$ cat config.mk
export PLATFORM = sky130hd
export DESIGN_NAME = branch_resolve_bht_flat
export DESIGN_NICKNAME = d
export VERILOG_FILES = /design/src/rtl/branch_resolve_bht_if.sv /design/src/rtl/branch_resolve_bht.sv /design/src/flat_wrapper.sv
export SDC_FILE = /design/constraint.sdc
export NUM_CORES = 1
export LEC_CHECK = 0
export ABC_CLOCK_PERIOD_IN_PS = 6200
export BUFFER_PORTS_ARGS = -buffer_cell sky130_fd_sc_hd__buf_2
export CAP_MARGIN = 20
export CORE_ASPECT_RATIO = 2
export CORE_UTILIZATION = 30
export CTS_CLUSTER_DIAMETER = 50
export DETAILED_ROUTE_END_ITERATION = 7
export HOLD_SLACK_MARGIN = 0.02
export MAX_ROUTING_LAYER = met4
export PLACE_DENSITY = 0.47
export SETUP_SLACK_MARGIN = 0.05
export SYNTH_ARGS = -nofsm -noshare
export SYNTH_HDL_FRONTEND = slang
export SYNTH_SLANG_ARGS = --single-unit
$ cat constraint.sdc
create_clock -name clk -period 6.2 [get_ports clk]
set_input_delay 0 -clock clk [delete_from_list [all_inputs] [get_ports clk]]
set_output_delay 0 -clock clk [all_outputs]
set_load 0.005 [all_outputs]
$ cat src/rtl/branch_resolve_bht_if.sv
// EX/IF-facing bundle of the branch resolution unit: fetch lookup, EX operands,
// the redirect handshake and the statistics counters.
interface branch_resolve_bht_if #(
  parameter int XLEN = 64
);
  logic [XLEN-1:0] if_pc;
  logic            if_pred_taken;

  logic            ex_valid;
  logic            ex_ready;
  logic [XLEN-1:0] ex_pc;
  logic            ex_pred_taken;
  logic            is_branch;
  logic [2:0]      branch_type;
  logic            zero;
  logic            result0;
  logic            jal;
  logic            jalr;
  logic            ecall;
  logic            mret;
  logic            timer_interrupt;
  logic [XLEN-1:0] target;
  logic [XLEN-1:0] csr_dnpc;

  logic            redirect_valid;
  logic            redirect_ready;
  logic [XLEN-1:0] redirect_pc;

  logic [31:0]     branch_cnt;
  logic [31:0]     mispredict_cnt;

  // Pipeline side: drives fetch PC, EX operands and consumes the redirect.
  modport master (
    output if_pc, ex_valid, ex_pc, ex_pred_taken, is_branch, branch_type,
           zero, result0, jal, jalr, ecall, mret, timer_interrupt,
           target, csr_dnpc, redirect_ready,
    input  if_pred_taken, ex_ready, redirect_valid, redirect_pc,
           branch_cnt, mispredict_cnt
  );

  // Resolution unit side.
  modport slave (
    input  if_pc, ex_valid, ex_pc, ex_pred_taken, is_branch, branch_type,
           zero, result0, jal, jalr, ecall, mret, timer_interrupt,
           target, csr_dnpc, redirect_ready,
    output if_pred_taken, ex_ready, redirect_valid, redirect_pc,
           branch_cnt, mispredict_cnt
  );
endinterface

$ cat src/rtl/branch_resolve_bht.sv
// Branch resolution with a bimodal 2-bit-counter BHT: resolves control flow in EX,
// issues a registered redirect to IF, and serves IF a same-cycle prediction.
module branch_resolve_bht #(
  parameter int         XLEN        = 64,
  parameter int         BHT_ENTRIES = 64,
  parameter logic [1:0] CNT_INIT    = 2'b01
) (
  input logic                 clk,
  input logic                 rst_n,
  branch_resolve_bht_if.slave bus
);
  localparam int IDX = $clog2(BHT_ENTRIES);

  logic [BHT_ENTRIES-1:0][1:0] bht_q;
  logic [IDX-1:0]              if_idx;
  logic [IDX-1:0]              ex_idx;
  logic                        unused_if_pc_bits;

  logic            acc;
  logic            cond_raw;
  logic            cond_taken;
  logic            trap_cause;
  logic            jump_cause;
  logic            train;
  logic            mispredict;
  logic            redirect_load;
  logic [XLEN-1:0] fallthrough_pc;
  logic [XLEN-1:0] redirect_pc_next;
  logic [1:0]      cnt_cur;
  logic [1:0]      cnt_next;

  logic            redirect_valid_reg;
  logic [XLEN-1:0] redirect_pc_reg;
  logic [31:0]     branch_cnt_reg;
  logic [31:0]     mispredict_cnt_reg;

  // ---------------------------------------------------------------------------
  // Fetch-side lookup: reads the registered counters, so a training write in the
  // same cycle is only visible from the next cycle on.
  // ---------------------------------------------------------------------------
  assign if_idx            = bus.if_pc[IDX+1:2];
  assign ex_idx            = bus.ex_pc[IDX+1:2];
  assign unused_if_pc_bits = ^{bus.if_pc[XLEN-1:IDX+2], bus.if_pc[1:0]};
  assign bus.if_pred_taken = bht_q[if_idx][1];

  // ---------------------------------------------------------------------------
  // EX-side decode
  // ---------------------------------------------------------------------------
  assign bus.ex_ready = !redirect_valid_reg || bus.redirect_ready;
  assign acc          = bus.ex_valid && bus.ex_ready;

  always_comb begin
    cond_raw = 1'b0;
    case (bus.branch_type)
      3'b000:          cond_raw = bus.zero;
      3'b001:          cond_raw = !bus.zero;
      3'b100, 3'b110:  cond_raw = bus.result0;
      3'b101, 3'b111:  cond_raw = !bus.result0;
      default:         cond_raw = 1'b0;
    endcase
  end

  assign cond_taken     = bus.is_branch && cond_raw;
  assign trap_cause     = bus.timer_interrupt || bus.ecall || bus.mret;
  assign jump_cause     = bus.jalr || bus.jal;
  assign mispredict     = cond_taken != bus.ex_pred_taken;
  assign train          = acc && bus.is_branch && !trap_cause && !jump_cause;
  assign fallthrough_pc = bus.ex_pc + XLEN'(4);

  // Priority: trap/mret > jalr/jal > mispredicted conditional branch.
  always_comb begin
    redirect_load    = 1'b0;
    redirect_pc_next = redirect_pc_reg;
    if (acc) begin
      if (trap_cause) begin
        redirect_load    = 1'b1;
        redirect_pc_next = bus.csr_dnpc;
      end else if (jump_cause) begin
        redirect_load    = 1'b1;
        redirect_pc_next = bus.target;
      end else if (bus.is_branch && mispredict) begin
        redirect_load    = 1'b1;
        redirect_pc_next = cond_taken ? bus.target : fallthrough_pc;
      end
    end
  end

  // ---------------------------------------------------------------------------
  // Redirect register: a new load wins over the consumption of the old one.
  // ---------------------------------------------------------------------------
  always_ff @(posedge clk or negedge rst_n) begin
    if (!rst_n) begin
      redirect_valid_reg <= 1'b0;
      redirect_pc_reg    <= '0;
    end else if (redirect_load) begin
      redirect_valid_reg <= 1'b1;
      redirect_pc_reg    <= redirect_pc_next;
    end else if (bus.redirect_ready) begin
      redirect_valid_reg <= 1'b0;
    end
  end

  assign bus.redirect_valid = redirect_valid_reg;
  assign bus.redirect_pc    = redirect_pc_reg;

  // ---------------------------------------------------------------------------
  // BHT training: one saturating counter per entry.
  // ---------------------------------------------------------------------------
  assign cnt_cur = bht_q[ex_idx];

  always_comb begin
    cnt_next = cnt_cur;
    if (cond_taken) begin
      if (cnt_cur != 2'b11) cnt_next = cnt_cur + 2'd1;
    end else begin
      if (cnt_cur != 2'b00) cnt_next = cnt_cur - 2'd1;
    end
  end

  generate
    for (genvar gi = 0; gi < BHT_ENTRIES; gi++) begin : g_bht
      logic [1:0] cnt_reg;

      always_ff @(posedge clk or negedge rst_n) begin
        if (!rst_n) begin
          cnt_reg <= CNT_INIT;
        end else if (train && (ex_idx == IDX'(gi))) begin
          cnt_reg <= cnt_next;
        end
      end

      assign bht_q[gi] = cnt_reg;
    end
  endgenerate

  // ---------------------------------------------------------------------------
  // Statistics: wrap silently at 32 bits.
  // ---------------------------------------------------------------------------
  always_ff @(posedge clk or negedge rst_n) begin
    if (!rst_n) begin
      branch_cnt_reg     <= '0;
      mispredict_cnt_reg <= '0;
    end else if (train) begin
      branch_cnt_reg <= branch_cnt_reg + 32'd1;
      if (mispredict) mispredict_cnt_reg <= mispredict_cnt_reg + 32'd1;
    end
  end

  assign bus.branch_cnt     = branch_cnt_reg;
  assign bus.mispredict_cnt = mispredict_cnt_reg;
endmodule
$ cat src/flat_wrapper.sv
// flat-port wrapper written by rule: the top's interface ports become plain ports
module branch_resolve_bht_flat 
#(
  parameter int         XLEN        = 64,
  parameter int         BHT_ENTRIES = 64,
  parameter logic [1:0] CNT_INIT    = 2'b01
)
  (clk, rst_n, bus_if_pc, bus_ex_valid, bus_ex_pc, bus_ex_pred_taken, bus_is_branch, bus_branch_type, bus_zero, bus_result0, bus_jal, bus_jalr, bus_ecall, bus_mret, bus_timer_interrupt, bus_target, bus_csr_dnpc, bus_redirect_ready, bus_if_pred_taken, bus_ex_ready, bus_redirect_valid, bus_redirect_pc, bus_branch_cnt, bus_mispredict_cnt);
  branch_resolve_bht_if #(.XLEN(XLEN)) bus_i ();
  input logic clk;
  input logic rst_n;
  input wire logic [$bits(bus_i.if_pc)-1:0] bus_if_pc;
  input wire logic [$bits(bus_i.ex_valid)-1:0] bus_ex_valid;
  input wire logic [$bits(bus_i.ex_pc)-1:0] bus_ex_pc;
  input wire logic [$bits(bus_i.ex_pred_taken)-1:0] bus_ex_pred_taken;
  input wire logic [$bits(bus_i.is_branch)-1:0] bus_is_branch;
  input wire logic [$bits(bus_i.branch_type)-1:0] bus_branch_type;
  input wire logic [$bits(bus_i.zero)-1:0] bus_zero;
  input wire logic [$bits(bus_i.result0)-1:0] bus_result0;
  input wire logic [$bits(bus_i.jal)-1:0] bus_jal;
  input wire logic [$bits(bus_i.jalr)-1:0] bus_jalr;
  input wire logic [$bits(bus_i.ecall)-1:0] bus_ecall;
  input wire logic [$bits(bus_i.mret)-1:0] bus_mret;
  input wire logic [$bits(bus_i.timer_interrupt)-1:0] bus_timer_interrupt;
  input wire logic [$bits(bus_i.target)-1:0] bus_target;
  input wire logic [$bits(bus_i.csr_dnpc)-1:0] bus_csr_dnpc;
  input wire logic [$bits(bus_i.redirect_ready)-1:0] bus_redirect_ready;
  output wire logic [$bits(bus_i.if_pred_taken)-1:0] bus_if_pred_taken;
  output wire logic [$bits(bus_i.ex_ready)-1:0] bus_ex_ready;
  output wire logic [$bits(bus_i.redirect_valid)-1:0] bus_redirect_valid;
  output wire logic [$bits(bus_i.redirect_pc)-1:0] bus_redirect_pc;
  output wire logic [$bits(bus_i.branch_cnt)-1:0] bus_branch_cnt;
  output wire logic [$bits(bus_i.mispredict_cnt)-1:0] bus_mispredict_cnt;
  assign bus_i.if_pc = bus_if_pc;
  assign bus_i.ex_valid = bus_ex_valid;
  assign bus_i.ex_pc = bus_ex_pc;
  assign bus_i.ex_pred_taken = bus_ex_pred_taken;
  assign bus_i.is_branch = bus_is_branch;
  assign bus_i.branch_type = bus_branch_type;
  assign bus_i.zero = bus_zero;
  assign bus_i.result0 = bus_result0;
  assign bus_i.jal = bus_jal;
  assign bus_i.jalr = bus_jalr;
  assign bus_i.ecall = bus_ecall;
  assign bus_i.mret = bus_mret;
  assign bus_i.timer_interrupt = bus_timer_interrupt;
  assign bus_i.target = bus_target;
  assign bus_i.csr_dnpc = bus_csr_dnpc;
  assign bus_i.redirect_ready = bus_redirect_ready;
  assign bus_if_pred_taken = bus_i.if_pred_taken;
  assign bus_ex_ready = bus_i.ex_ready;
  assign bus_redirect_valid = bus_i.redirect_valid;
  assign bus_redirect_pc = bus_i.redirect_pc;
  assign bus_branch_cnt = bus_i.branch_cnt;
  assign bus_mispredict_cnt = bus_i.mispredict_cnt;
  branch_resolve_bht #(.XLEN(XLEN), .BHT_ENTRIES(BHT_ENTRIES), .CNT_INIT(CNT_INIT)) u_core (.clk(clk), .rst_n(rst_n), .bus(bus_i));
endmodule
Word level (Yosys, flattened, before mapping)

Cells that the tools add are included.

Input bits: 272
Register bits: 257
Output and inout bits: 131
Logic and storage cells: 251

Equal/unequal tests: 70
Magnitude comparators: 2
Mux-type cells: 18
$add $sub $neg: 5
Reduce and logical (&&, ||, !) cells: 88

Operator list:

| operator                                            | number |
|---|---|
| 2-to-1 mux 64 bit                                   | 4 |
| equality test 6 bit, second input constant          | 32 |
| equality test 6 x 5 -> 1 bit, second input constant | 16 |
| logical AND 1 bit                                   | 70 |
| adder 32 x 1 -> 32 bit, second input constant       | 2 |
| adder 64 x 3 -> 64 bit, second input constant       | 1 |
| equality test 6 x 4 -> 1 bit, second input constant | 8 |
| binary-select mux 2 bit (select 6 bit)              | 2 |
| equality test 6 x 3 -> 1 bit, second input constant | 4 |
| < comparator 6 x 7 -> 1 bit, second input constant  | 2 |
| equality test 3 bit, second input constant          | 4 |
| equality test 6 x 2 -> 1 bit, second input constant | 2 |
| 2-to-1 mux 2 bit                                    | 5 |
| equality test 6 x 1 -> 1 bit, second input constant | 1 |
| zero test 6 bit                                     | 1 |
| 2-to-1 mux 1 bit                                    | 6 |
| zero test 1 bit                                     | 5 |
| logical OR 1 bit                                    | 4 |
| one-hot mux 1 bit (4 select lines)                  | 1 |
| nonzero test 2 bit                                  | 2 |
| OR reduction 2 bit                                  | 2 |
| equality test 3 x 1 -> 1 bit, second input constant | 1 |
| zero test 3 bit                                     | 1 |
| AND reduction 3 bit                                 | 1 |
| other kinds (6)                                     | 6 |

Logic depth before layout (Yosys ltp)

Depth in word-level cells: 11
Depth in mapped cells: 12
Gate-level depth less buffers: 7

Worst setup path before layout

No wires, ideal clock.

Kind: register to register
Start point: reg u_core.g_bht[45].cnt_reg[0]
End point: reg u_core.g_bht[34].cnt_reg[0]
Required time: 6.118 ns
Arrival time: 2.342 ns
Slack: 3.776 ns
Setup time: 0.082 ns
Buffers on the path: 2
Clock period less this slack: 2.424 ns
Stages on the path, launching flop included: 10
Cells stage by stage: dfstp_2 -> mux4_1 -> inv_1 -> a221o_1 -> and4_1 -> maj3_1 -> or2_1 -> clkbuf_1 -> clkbuf_1 -> mux2_2

Longest elaborated chain between the ends: 5
Elaborated cells on any way between the ends: 9
Those cells by class: 2 x add/sub; 1 x eq/ne; 5 x mux; 1 x reduce/logical

Ends and longest elaborated chain:

| item                                                    | line                                                 | RTL |
|---|---|---|
| start, declared                                         | branch_resolve_bht.sv:122                            | `logic [1:0] cnt_reg;` |
| start signal, assigned                                  | branch_resolve_bht.sv:128                            | `cnt_reg <= cnt_next;` |
| binary-select mux 2 bit (select 6 bit) *                | branch_resolve_bht.sv:109                            | `assign cnt_cur = bht_q[ex_idx];` |
| 2-to-1 mux 2 bit (not written as such) *                | branch_resolve_bht.sv:109                            |  |
| subtractor 2 x 1 -> 2 bit, or another cell as far along | branch_resolve_bht.sv:116                            | `if (cnt_cur != 2'b00) cnt_next = cnt_cur - 2'd1;` |
| 2-to-1 mux 2 bit (on tied branches)                     | branch_resolve_bht.sv:116, branch_resolve_bht.sv:114 |  |
| 2-to-1 mux 2 bit *                                      | branch_resolve_bht.sv:113                            | `if (cond_taken) begin` |
| end signal, assigned                                    | branch_resolve_bht.sv:128                            |  |
| end, declared                                           | branch_resolve_bht.sv:122                            |  |

Every way passes the cells marked *; elsewhere a longest branch is shown, timed or not. The select of a mux whose other input is x is not followed.
A chain may end at the register's enable or synchronous reset.

Final worst setup path

Start point: in bus_ex_pc[4]
End point: reg u_core.redirect_pc_reg[59], in the netlist u_core.bus.redirect_pc[59]

Longest elaborated chain between the ends: 5

Ends and longest elaborated chain:

| item                   | line                     | RTL |
|---|---|---|
| start, declared        | flat_wrapper.sv:14       | `input wire logic [$bits(bus_i.ex_pc)-1:0] bus_ex_pc;` |
| adder 64 x 3 -> 64 bit | branch_resolve_bht.sv:68 | `assign fallthrough_pc = bus.ex_pc + XLEN'(4);` |
| 2-to-1 mux 64 bit      | branch_resolve_bht.sv:83 | `redirect_pc_next = cond_taken ? bus.target : fallthrough_pc;` |
| 2-to-1 mux 64 bit      | branch_resolve_bht.sv:81 | `end else if (bus.is_branch && mispredict) begin` |
| 2-to-1 mux 64 bit      | branch_resolve_bht.sv:78 | `end else if (jump_cause) begin` |
| 2-to-1 mux 64 bit      | branch_resolve_bht.sv:75 | `if (trap_cause) begin` |
| end signal, assigned   | branch_resolve_bht.sv:97 | `redirect_pc_reg <= redirect_pc_next;` |
| end, declared          | branch_resolve_bht.sv:33 | `logic [XLEN-1:0] redirect_pc_reg;` |

Every way passes these cells. The select of a mux whose other input is x is not followed.

==> results.sh <==
export IMPL_syn_inst=1500
export IMPL_ir_worst_vdd_v=0.000195
export IMPL_die_height_um=314
export IMPL_core_rowCount=114
export IMPL_die_width_um=158
export IMPL_powerDensity_nw_per_um2=221
export IMPL_setup_violations_final=0
export IMPL_critPathSlowestCell="sky130_fd_sc_hd__or4_1"
export IMPL_rsz0062_at_grt="false"
export IMPL_placement_io_buffers=344
export IMPL_drt_total_wl_mm=53.9
export IMPL_r2r_setup_slack_ns=3.07
export IMPL_sequential_area_share_after_synthesis_pct=44.5
export IMPL_timing_critical_path_buf_inv=3
export IMPL_power_leakage_nw=8.42
export IMPL_clock_path_buffers=3
export IMPL_maxSlewViolCount=0
export IMPL_cpLargestDelayFamily="simple AND/OR/NAND/NOR gates"
export IMPL_multiInputGateArea_um2=7620
export IMPL_post_synth_fa_ha_maj_area_fraction_pct=0.855
export IMPL_synth_commonest_cells="212 x sky130_fd_sc_hd__nand2_1, 193 x sky130_fd_sc_hd__dfrtp_1, 123 x sky130_fd_sc_hd__nor2_1"
export IMPL_power_switching_fraction_pct=28.6
export IMPL_initial_antenna_violation_count=2
export IMPL_min_period_over_period_pct=59.4
export IMPL_cpPeakStageDelay_ns=0.74
export IMPL_final_antenna_net_count=0
export IMPL_finalHoldViolCount=0
export IMPL_detailedRoute_firstPassIterationCount=6
export IMPL_ctsRootBufferMaster="sky130_fd_sc_hd__clkbuf_16"
export IMPL_synth_top_family_by_area="simple AND/OR/NAND/NOR gates"
export IMPL_htree_levels=1
export IMPL_netSwitchingPower_mw=1.22
export IMPL_synth_fp_nets=1778
export IMPL_worst_hold_path_class="input pin to flip-flop"
export IMPL_max_cap_viol_count=0
export IMPL_routed_wire_length_per_instance_um=20.7
export IMPL_cts_made_buffers=30
export IMPL_critPathCaptureType="flip-flop"
export IMPL_timing_critical_path_fanout_max=19
export IMPL_post_synth_top_area_fraction_pct=33.0
export IMPL_finalClockSkew_ns=0.0184
export IMPL_power_share_sequential_pct=42.1
export IMPL_layout_core_utilization_pct=40.1
export IMPL_cp_start_kind="input pin"
export IMPL_vias_in_the_first_global_route=13600
export IMPL_share_of_the_synthesized_area_in_compound_gates_ao_oa_aoi_oai_pct=12.2
export IMPL_cp_cell_sequence="buf_2 -> and2_1 -> buf_4 -> nand4_4 -> or3_1 -> or4_1 -> or3_1 -> a31o_1 -> o211ai_2 -> dlygate4sd3_1"
export IMPL_grt_max_degree=146
export IMPL_synth_xor_xnor_area_share_pct=6.82
export IMPL_die_ar_um2=49700
export IMPL_crit_top_cell="sky130_fd_sc_hd__or3_1"
export IMPL_grt_util_all_layers_pct=21.8
export IMPL_fmax_mhz=272
export IMPL_clock_share_of_power_pct=41.9
export IMPL_io_pins=403
export IMPL_synth_ff_type="sky130_fd_sc_hd__dfrtp_1"
export IMPL_cts_num_sinks=257
export IMPL_vias_per_cell=5.14
export IMPL_total_power_mw=4.27
export IMPL_cell_internal_pwr_mw=3.05
export IMPL_core_area_um2=48200
export IMPL_post_synth_instance_area_um2=14600
export IMPL_grt_remaining_overflow=0
export IMPL_fin_nets=2220
export IMPL_path_clk_slew_ns=0.07
export IMPL_synthesis_area_per_instance_um2=9.76
export IMPL_status="finished, final reports clean"
export IMPL_cts_tree="done"
export IMPL_grt_first_pass_wirelength_mm=79.3
export IMPL_post_synth_main_area_contributors="sky130_fd_sc_hd__dfrtp_1 33%, sky130_fd_sc_hd__dfstp_2 11%, sky130_fd_sc_hd__mux4_2 5.5%, sky130_fd_sc_hd__mux2_2 5.5%, sky130_fd_sc_hd__nand2_1 5.4%"
export IMPL_yosys_area_share_simple_pct=18.0
export IMPL_worst_slew_pin_transition_ns=0.978
export IMPL_detailedRoute_firstIterationViolations=794
export IMPL_cts_resized=0
export IMPL_ys_seq_elements=257
export IMPL_area_growth_synth_to_final_pct=32.1
export IMPL_synthArstFlopShare_pct=100
export IMPL_synth_enable_flop_cells=0
export IMPL_nFillCells=4915
export IMPL_pwr_share_comb_pct=16.0
export IMPL_ys_warn_count=0
export IMPL_relSlewSlack_pct=34.5
export IMPL_area_sequential_um2=6510
export IMPL_vias=13400
export IMPL_gpl_final_weighted_congestion=0.893
export IMPL_class_of_the_most_critical_setup_path="input pin to flip-flop"
export IMPL_synth_top_area_cell="sky130_fd_sc_hd__dfrtp_1"
export IMPL_start_util_pct=30.4
export IMPL_timing_critical_path_required_ns=6.72
export IMPL_dp_final_hpwl_mm=38.7
export IMPL_setup_total_negative_slack_ns=0
export IMPL_finalCriticalPeriod_ns=3.68
export IMPL_drive_gt1_share_pct=30.9
export IMPL_drc_errors=0
export IMPL_worstPathArrival_ns=4.20
export IMPL_worstSkewPairLatency_ns=0.59
export IMPL_final_design_area_no_fill_um2=19300
export IMPL_multiplexer_share_of_the_synthesized_area_pct=13.9
export IMPL_placed_area_um2=17000
export IMPL_yosys_cell_count_top_type="sky130_fd_sc_hd__nand2_1"
export IMPL_largest_reg_flops=128
export IMPL_post_synth_num_cell_types=63
metal layers:
layer	vias to the layer above	global-route usage (%)	share of wire, %
met4	0	11.2	5.1
met1	6542	21.9	36
li1	6288	-	-
met2	457	39.9	53
met3	117	3.18	5.6
met5	-	-	0
worst reg2reg max path, stage by stage (launching register included):
cell and delay, ns:
sky130_fd_sc_hd__dfrtp_1 0.38, sky130_fd_sc_hd__nand2b_1 0.14, sky130_fd_sc_hd__nand3_1 0.17, sky130_fd_sc_hd__dlygate4sd3_1 0.61, sky130_fd_sc_hd__nor4_1 0.78, sky130_fd_sc_hd__nand3_1 0.32, sky130_fd_sc_hd__nor2_1 0.30, sky130_fd_sc_hd__nand4_1 0.15
sky130_fd_sc_hd__xnor2_1 0.15
power by group through the flow:
| stage | Combinational (mW) | Sequential [mW] | Clock (mW) |
|---|---|---|---|
| finish | 0.682 | 1.80 | 1.79 |
| global route | 0.746 | 1.81 | 1.90 |
| CTS | 0.684 | 1.80 | 1.84 |
| detailed placement | 0.569 | 1.83 | 0 |
| global placement | 0.563 | 1.83 | 0 |
| floorplan | 0.255 | 1.83 | 0 |
area by class of cell:
cell class	instances	share of cell area (%)
timing repair buffer	508	17.3
clock inverter	17	0.809
tap	638	4.13
sequential	257	33.7
antenna	2	0.0259
clock buffer	39	4.21
inverter	24	0.466
multi-input combinational	1121	39.4
logic make-up (layout without fill, tap and decap cells):
kind of cell,Yosys count,after routing
fa+ha+maj,11,11
simple gates,569,569
xor+xnor,114,114
other cells,0,2
compound gates,285,285
flops,257,257
buf+inv,122,588
mux,142,142
placed cells by master (no fill, tap or decap), types with 6 or more instances in the layout:
| cell type | count |
|---|---|
| sky130_fd_sc_hd__a211o_1 | 13 |
| sky130_fd_sc_hd__a211oi_1 | 30 |
| sky130_fd_sc_hd__a21oi_1 | 71 |
| sky130_fd_sc_hd__a221oi_1 | 11 |
| sky130_fd_sc_hd__and2_1 | 8 |
| sky130_fd_sc_hd__and3_1 | 26 |
| sky130_fd_sc_hd__and4_1 | 7 |
| sky130_fd_sc_hd__buf_2 | 343 |
| sky130_fd_sc_hd__buf_4 | 24 |
| sky130_fd_sc_hd__clkbuf_1 | 6 |
| sky130_fd_sc_hd__clkbuf_16 | 30 |
| sky130_fd_sc_hd__dfrtp_1 | 193 |
| sky130_fd_sc_hd__dfstp_2 | 64 |
| sky130_fd_sc_hd__dlygate4sd3_1 | 137 |
| sky130_fd_sc_hd__ha_1 | 6 |
| sky130_fd_sc_hd__inv_1 | 24 |
| sky130_fd_sc_hd__mux2_2 | 71 |
| sky130_fd_sc_hd__mux2i_1 | 30 |
| sky130_fd_sc_hd__mux4_2 | 36 |
| sky130_fd_sc_hd__nand2_1 | 212 |
| sky130_fd_sc_hd__nand2b_1 | 6 |
| sky130_fd_sc_hd__nand3_1 | 81 |
| sky130_fd_sc_hd__nand4_1 | 24 |
| sky130_fd_sc_hd__nor2_1 | 123 |
| sky130_fd_sc_hd__nor3_1 | 29 |
| sky130_fd_sc_hd__nor4_1 | 25 |
| sky130_fd_sc_hd__o211ai_1 | 10 |
| sky130_fd_sc_hd__o21ai_0 | 90 |
| sky130_fd_sc_hd__o31ai_1 | 19 |
| sky130_fd_sc_hd__or3_1 | 9 |
| sky130_fd_sc_hd__xnor2_1 | 83 |
| sky130_fd_sc_hd__xor2_1 | 31 |
what timing repair did:
item,in CTS,in global routing
endpoints found under the hold margin,199,0
setup buffers,0,0
hold buffers,138,0
through the flow:
step	cells	worst slack (ns)	hold slack (ns)
4_1_cts	2603	2.60	0.0494
2_1_floorplan	1500	3.78	-0.296
5_1_grt	2606	2.33	0.117
6_report	2606	2.52	0.0633
3_3_place_gp	2409	2.56	-0.0687
3_5_place_dp	2409	2.51	-0.0700
final timing paths:
path	startpoint	endpoint	cells past startpoint
max	bus_ex_pc[4]	u_core.bus.redirect_pc[59]	10
min	bus_ex_pc[6]	u_core.g_bht[7].cnt_reg[0]	4
max reg2reg	u_core.bus.redirect_valid	u_core.bus.branch_cnt[26]	8
min reg2reg	u_core.bus.branch_cnt[31]	u_core.bus.branch_cnt[31]	1
max in group asynchronous	rst_n	u_core.g_bht[51].cnt_reg[1]	4
min in group asynchronous	rst_n	u_core.bus.redirect_pc[38]	4
Power figures use the tool's default switching activity.
